[src/rtl/exe_ctrl_pkg.sv]
// Shared constants and types for the EXE hazard/forwarding controller.
package exe_ctrl_pkg;

  localparam int REG_IDX_W = 4;

  localparam logic [1:0] SEL_REG = 2'b00;
  localparam logic [1:0] SEL_MEM = 2'b01;
  localparam logic [1:0] SEL_WB  = 2'b10;

  typedef enum logic {ST_RUN, ST_MEM_WAIT} state_t;

  // The younger producer (EXE) wins over the older one (MEM).
  function automatic logic [1:0] pick_sel(input logic exe_hit, input logic mem_hit);
    if (exe_hit) return SEL_MEM;
    if (mem_hit) return SEL_WB;
    return SEL_REG;
  endfunction

endpackage

[src/rtl/fwd_compare.sv]
// Compares one ID source index against the EXE and MEM destinations.
module fwd_compare
  import exe_ctrl_pkg::*;
(
  input  logic [REG_IDX_W-1:0] src,
  input  logic                 used,
  input  logic [REG_IDX_W-1:0] exe_dest,
  input  logic                 exe_wb_en,
  input  logic [REG_IDX_W-1:0] mem_dest,
  input  logic                 mem_wb_en,
  output logic                 exe_hit,
  output logic                 mem_hit
);

  assign exe_hit = used && exe_wb_en && (exe_dest == src);
  assign mem_hit = used && mem_wb_en && (mem_dest == src);

endmodule

[src/rtl/hazard_forward_ctrl.sv]
// EXE-stage sequencing: load-use bubbles, memory-wait freeze and registered operand selects.
// Optional forwarding is enabled by defining HAZARD_FORWARD_EN; otherwise every RAW hazard stalls.
module hazard_forward_ctrl
  import exe_ctrl_pkg::*;
#(
  parameter int MAX_WAIT = 64,
  parameter int CNT_W    = 16
) (
  input  logic                 clk,
  input  logic                 rst,
  input  logic [REG_IDX_W-1:0] id_src1,
  input  logic [REG_IDX_W-1:0] id_src2,
  input  logic                 id_two_src,
  input  logic                 id_valid,
  input  logic [REG_IDX_W-1:0] exe_dest,
  input  logic                 exe_wb_en,
  input  logic                 exe_mem_r_en,
  input  logic [REG_IDX_W-1:0] mem_dest,
  input  logic                 mem_wb_en,
  input  logic                 mem_access,
  input  logic                 mem_ready,
  output logic [1:0]           sel_src1,
  output logic [1:0]           sel_src2,
  output logic                 hazard_stall,
  output logic                 freeze_all,
  output logic                 mem_timeout,
  output logic [CNT_W-1:0]     stall_count
);

  localparam int WAIT_W = $clog2(MAX_WAIT + 1);

  logic [REG_IDX_W-1:0] src_idx [2];
  logic [1:0]           src_used;
  logic [1:0]           exe_hit;
  logic [1:0]           mem_hit;

  state_t              state_reg;
  logic [WAIT_W-1:0]   wait_cnt_reg;
  logic                mem_timeout_reg;
  logic [CNT_W-1:0]    stall_count_reg;

  assign src_idx[0] = id_src1;
  assign src_idx[1] = id_src2;
  assign src_used   = {id_two_src, 1'b1};

  generate
    for (genvar gi = 0; gi < 2; gi++) begin : g_cmp
      fwd_compare u_cmp (
        .src       (src_idx[gi]),
        .used      (src_used[gi]),
        .exe_dest  (exe_dest),
        .exe_wb_en (exe_wb_en),
        .mem_dest  (mem_dest),
        .mem_wb_en (mem_wb_en),
        .exe_hit   (exe_hit[gi]),
        .mem_hit   (mem_hit[gi])
      );
    end
  endgenerate

  // A zero-wait access completes in the same cycle and never freezes the pipe.
  assign freeze_all = mem_access && !mem_ready;

`ifdef HAZARD_FORWARD_EN
  logic [1:0] sel_src1_reg;
  logic [1:0] sel_src2_reg;

  assign hazard_stall = id_valid && exe_mem_r_en && (|exe_hit) && !freeze_all;

  always_ff @(posedge clk) begin
    if (rst) begin
      sel_src1_reg <= SEL_REG;
      sel_src2_reg <= SEL_REG;
    end else if (freeze_all) begin
      sel_src1_reg <= sel_src1_reg;
      sel_src2_reg <= sel_src2_reg;
    end else if (hazard_stall) begin
      sel_src1_reg <= SEL_REG;
      sel_src2_reg <= SEL_REG;
    end else begin
      sel_src1_reg <= pick_sel(exe_hit[0], mem_hit[0]);
      sel_src2_reg <= pick_sel(exe_hit[1], mem_hit[1]);
    end
  end

  assign sel_src1 = sel_src1_reg;
  assign sel_src2 = sel_src2_reg;
`else
  // Without forwarding a load is no different from any other producer.
  logic nofwd_unused;
  assign nofwd_unused = exe_mem_r_en;

  assign hazard_stall = id_valid && ((|exe_hit) || (|mem_hit)) && !freeze_all;
  assign sel_src1     = SEL_REG;
  assign sel_src2     = SEL_REG;
`endif

  always_ff @(posedge clk) begin
    if (rst) begin
      state_reg       <= ST_RUN;
      wait_cnt_reg    <= '0;
      mem_timeout_reg <= 1'b0;
      stall_count_reg <= '0;
    end else begin
      case (state_reg)
        ST_RUN:      if (freeze_all) state_reg <= ST_MEM_WAIT;
        ST_MEM_WAIT: if (mem_ready)  state_reg <= ST_RUN;
        default:     state_reg <= ST_RUN;
      endcase

      // Counts consecutive frozen cycles; the flag rises on the MAX_WAIT-th one.
      if (freeze_all) begin
        if (wait_cnt_reg != WAIT_W'(MAX_WAIT))
          wait_cnt_reg <= wait_cnt_reg + WAIT_W'(1);
        if (wait_cnt_reg >= WAIT_W'(MAX_WAIT - 1))
          mem_timeout_reg <= 1'b1;
      end else begin
        wait_cnt_reg <= '0;
      end

      if ((hazard_stall || freeze_all) && (stall_count_reg != '1))
        stall_count_reg <= stall_count_reg + CNT_W'(1);
    end
  end

  assign mem_timeout = mem_timeout_reg;
  assign stall_count = stall_count_reg;

endmodule

[config.mk]
export PLATFORM = sky130hd
export DESIGN_NAME = hazard_forward_ctrl
export DESIGN_NICKNAME = d
export VERILOG_FILES = /design/src/rtl/exe_ctrl_pkg.sv /design/src/rtl/fwd_compare.sv /design/src/rtl/hazard_forward_ctrl.sv
export SDC_FILE = /design/constraint.sdc
export NUM_CORES = 1
export LEC_CHECK = 0
export ABC_AREA = 1
export ABC_CLOCK_PERIOD_IN_PS = 3200
export CORE_MARGIN = 2
export CORE_UTILIZATION = 45
export DETAILED_ROUTE_END_ITERATION = 10
export HOLD_SLACK_MARGIN = 0.02
export PLACE_DENSITY = 0.76
export SLEW_MARGIN = 20
export SYNTH_ARGS = -nofsm -noshare
export SYNTH_HDL_FRONTEND = slang
export SYNTH_HIERARCHICAL = 1
export SYNTH_SLANG_ARGS = --single-unit
[constraint.sdc]
create_clock -name clk -period 3.2 [get_ports clk]
set_input_delay 0.8 -clock clk [delete_from_list [all_inputs] [get_ports clk]]
set_output_delay 0.8 -clock clk [all_outputs]
set_load 0.02 [all_outputs]
-- Word level (Yosys, flattened, before mapping)
Index checks and enable logic that the tools add are counted.
- register bits: 24
- input bits: 25
- output and inout port bits: 23
- $add $sub $neg: 2
- $lt $le $gt $ge: 1
- equal/unequal tests: 6
- bitwise logic cells: 1
- reduce and logical (&&, ||, !) cells: 18
- operator list (kind ; count):
    $add A16 B1 Y16 const B ; 1
    $eq A4 B4 Y1 ; 4
    $ne A16 B16 Y1 const B ; 1
    $logic_and A1 B1 Y1 ; 10
    $add A7 B1 Y7 const B ; 1
    $ge A7 B6 Y1 const B ; 1
    $ne A7 B7 Y1 const B ; 1
    $reduce_or A2 Y1 ; 3
    $logic_not A1 Y1 ; 2
    $logic_or A1 B1 Y1 ; 2
    $reduce_and A2 Y1 ; 1
    $not A1 Y1 ; 1

-- Depth between registers and ports, before layout
- depth after elaboration: 8
- depth in mapped cells: 16
- mapped depth without buffers: 15

-- By module
The synthesis kept the hierarchy.
- modules (own cells, without submodules) (module ; times used ; cells each ; area an instance (µm²) ; sequential area each (µm²)):
    hazard_forward_ctrl ; 1 ; 225 ; 1400.1 ; 480.5
    fwd_compare ; 2 ; 41 ; 163.9 ; 0.0

-- Least setup slack after synthesis
No wires, ideal clock.
- path type: input to output
- start: input port id_src2[2]
- end: output port hazard_stall
- arrival: 1.557 ns
- data required time: 2.400 ns
- path slack: 0.843 ns
- stages on the path: 10
- cell sequence: inv_1 nand2_1 nand2_1 nor2_1 nand2_1 nor2_2 nor2_1 nand2_1 nand2_1 nor2_1
- cells in the longest elaborated chain, start to end: 6
- elaborated cells between the ends (all ways): 9
- those cells by class: 2 x eq/ne; 7 x reduce/logical
- ends and longest elaborated chain (item ; line ; RTL):
    start, declared ; hazard_forward_ctrl.sv:12 ; input logic [REG_IDX_W-1:0] id_src2,
    $eq A4 B4 Y1 ; fwd_compare.sv:16 ; assign mem_hit = used && mem_wb_en && (mem_dest == src);
    $logic_and A1 B1 Y1 ; fwd_compare.sv:16 ;
    named net mem_hit[1] ; hazard_forward_ctrl.sv:35 ; logic [1:0] mem_hit;
    $reduce_or A2 Y1 ; hazard_forward_ctrl.sv:93 ; assign hazard_stall = id_valid && ((|exe_hit) || (|mem_hit)) && !freeze_all;
    $logic_or A1 B1 Y1 ; hazard_forward_ctrl.sv:93 ;
    $logic_and A1 B1 Y1 (2 in a row) ; hazard_forward_ctrl.sv:93 ;
    end, declared ; hazard_forward_ctrl.sv:24 ; output logic hazard_stall,
The timed path passes the listed nets, and every way through them passes these cells.

-- Final worst setup path
- start: input port mem_access
- end: output port freeze_all
- cells in the longest elaborated chain, start to end: 1
- ends and longest elaborated chain (item ; line ; RTL):
    start, declared ; hazard_forward_ctrl.sv:20 ; input logic mem_access,
    $logic_and A1 B1 Y1 ; hazard_forward_ctrl.sv:62 ; assign freeze_all = mem_access && !mem_ready;
    end, declared ; hazard_forward_ctrl.sv:25 ; output logic freeze_all,
Every way passes these cells.

==> metrics.md <==
| Metric | Value |
|---|---|
| CTS tree | `built` |
| Syn Area/Cell | `around 5.6 µm²` |
| Required @ worst endpoint | `2.40 ns` |
| Dominant cell type by area after synthesis | `dfxtp_1` |
| Synth top area cells | `dfxtp_1, nand2_1, nor2_1` |
| CP arrival | `2.21 ns` |
| Most frequent cells in the layout | `nand2_1, nor2_1, inv_1, clkdlybuf4s50_1, dfxtp_1` |
| Top cell type's share of synthesized area | `0.278` |
| Final Max Slew Viols | `0` |
| CP Capture Type | `output pin` |
| Core footprint | `3690 µm²` |
| Fraction of layout cells with a size suffix above 1 | `0.0767` |
| Pwr/cell area | `~300 nW/µm²` |
| Vias in the first global route | `1546` |
| Status | `finished, final reports clean` |
| RSZ-0062 raised after global routing | `false` |
| CTS sink cnt | `24` |
| CP Launch Type | `input pin` |
| TritonCTS buffer count | `3` |
| Critical-path top delay cell | `clkdlybuf4s50_1` |
| Crit path largest cell delay | `0.61 ns` |
| R2R cell count | `9` |
| Final hold slack | `0.489 ns` |
| R2r startpoint | `stall_count[0]` |
| Crit path cell chain | `clkdlybuf4s50_1 -> inv_1 -> or2_4 -> inv_1 -> clkdlybuf4s50_1` |
| Later-pin clock latency in the skew report | `0.28 ns` |
| Antenna viol nets, final | `0` |
| Sequential area share after synthesis | `0.278` |
| VDD IR max | `236 µV` |
| R2R Setup Slk | `1.64 ns` |
| Clock root buffer | `clkbuf_8` |
| Post-synth top flop | `dfxtp_1` |
| Leakage power | `1.03 nW` |
| Initial antenna violation count | `0` |
| Placed Area | `approximately 2200 µm²` |
| YS warnings | `6` |
| Die width | `approximately 66 µm` |
| Setup Slack @ Placement | `-0.185 ns` |
| Kind of critical path | `in -> out` |
| Die height | `66.0 µm` |
| Hpwl dp | `about 3000 µm` |
| Total track usage | `0.183` |
| Syn Inst Count | `about 310` |
| Drc violations | `0` |
| Grt ovf | `0` |
| Max cap viols | `0` |
| Tot Pwr | `0.678 mW` |
| Synth Register Bits | `24` |
| Worst Clk Skew | `~0.012 ns` |
| # setup viols final | `0` |
| Crit share post-route | `0.942` |
| Commonest non-fill, non-tap cell in the layout | `nand2_1` |
| Post-route design area | `2250 µm²` |
| Post-synth ARST share | `0` |
| IO Count | `48` |
| EDFF count, synth | `0` |
| Worst setup path endpoint | `freeze_all` |
| Final wirelength | `about 3700 µm` |
| Clk slew on worst S/H paths | `0.08 ns` |
| Critical register-to-register path endpoint | `stall_count[6]` |
| Longest Clk Path Bufs | `2` |
| CP Depth | `5` |
| CP max FO | `3` |
| P&R area growth vs syn | `30.2%` |
| GPL Wtd Cong | `0.844` |
| Hold crit path type | `reg -> reg` |
| Largest net degree at the start of global routing | `24` |
| Detailed Routing Iterations Pass 1 | `4` |
| Fill cells | `roughly 390` |
| Core Util, Final | `0.610` |
| Port buffer count | `42` |
| Die footprint | `4350 µm²` |
| Htree depth | `1` |
| Fmax | `332 MHz` |
| Std-Cell Rows | `22` |
| Ant. Diodes | `0` |
| Final hold viol count | `0` |
| Worst path bufs/invs | `4` |
| Max reg flops | `16` |
| Routed vias/inst | `roughly 4.6` |
| Global-route wire length before repair | `6330 µm` |
| Final nets | `381` |
| Worst Setup Slack, final | `0.187 ns` |
| Critical path origin | `mem_access` |
| Delay-heaviest family, CP | `buffers and inverters` |
| Crit path time final | `3.01 ns` |
| Cell variety after synth | `25` |
| Via Count | `roughly 1800` |
| Drt initial violations | `66` |
| Initial Util | `0.468` |
| Drt wl/cell | `9.32 µm` |
| Mapped cell area | `about 1700 µm²` |
what timing repair did:
item / CTS / global route
buffers inserted: 0 / 0
cloned: 0 / 0
gates resized for setup: 1 / 2
endpoints found under the setup margin: 1 / 1
hold buffers: 0 / 0
metrics by stage:
step / instances / setup TNS [ns]
4_1_cts: 400 / 0
3_3_place_gp: 396 / -0.174
2_1_floorplan: 311 / 0
3_5_place_dp: 396 / -0.185
6_report: 400 / 0
5_1_grt: 400 / 0
worst min-delay path by stage:
stage                                from              end  slack [ns]  cells after the start
after floorplan           wait_cnt_reg[1]  wait_cnt_reg[1]        0.46                      2
after global routing      wait_cnt_reg[1]  wait_cnt_reg[1]        0.54                      2
final                         mem_timeout      mem_timeout        0.49                      2
after detailed placement      mem_timeout      mem_timeout        0.47                      2
after global placement        mem_timeout      mem_timeout        0.46                      2
after CTS                 wait_cnt_reg[1]  wait_cnt_reg[1]        0.50                      2
cell usage after synthesis (3+ instances only):
cell     instances
dfxtp_1         24
nor2_2           6
a21oi_1          6
nand2_1        103
ha_1             3
buf_4            4
nand4_1         11
nand2_2          4
inv_1           41
nand3_1          8
nor2_1          73
inv_2            5
power breakdown:
group          internal [mW]  switching (mW)  leakage, nW
clock                  0.167           0.100       0.0357
sequential             0.301         0.00260        0.194
combinational         0.0507          0.0563        0.799
area by class of cell:
class	count	area, µm²	area share
multi-input cells	233	1030	0.457
flip-flops and latches	24	480	0.214
well taps	48	60.1	0.0267
repair buffers	45	438	0.195
inverters	46	173	0.0768
clock inverters	1	30.0	0.0133
clock buffers	3	41.3	0.0184
logic make-up (layout without fill, tap and decap cells):
group / count (synthesis) / after routing / share of synthesized area
AOI/OAI and AO/OA: 9 / 9 / 0.0268
DFF: 24 / 24 / 0.278
and+or+nand+nor: 212 / 212 / 0.518
xor gates and xnor gates: 3 / 3 / 0.0152
other: 2 / 6 / 0.00435
adders and majority gates: 3 / 3 / 0.0217
buffers and inverters: 54 / 95 / 0.136
routing by layer:
layer,vias to the layer above,global-route usage,wire (µm)
li1,1001,-,-
met1,779,0.228,1780
met2,37,0.308,1710
met3,8,0.0443,169
met4,0,0.0638,76
met5,-,0,0
worst reg2reg max path, cell delays in order, from the launching register on:
cell and delay, ns:
dfxtp_1 0.39, ha_1 0.23, nand2_1 0.08, nor2_2 0.15
nand2_2 0.12, nor2_4 0.24, nor2_1 0.10, nand2_1 0.07
nand2_1 0.05, nor2_1 0.09
(Power assumes the default switching activity.)
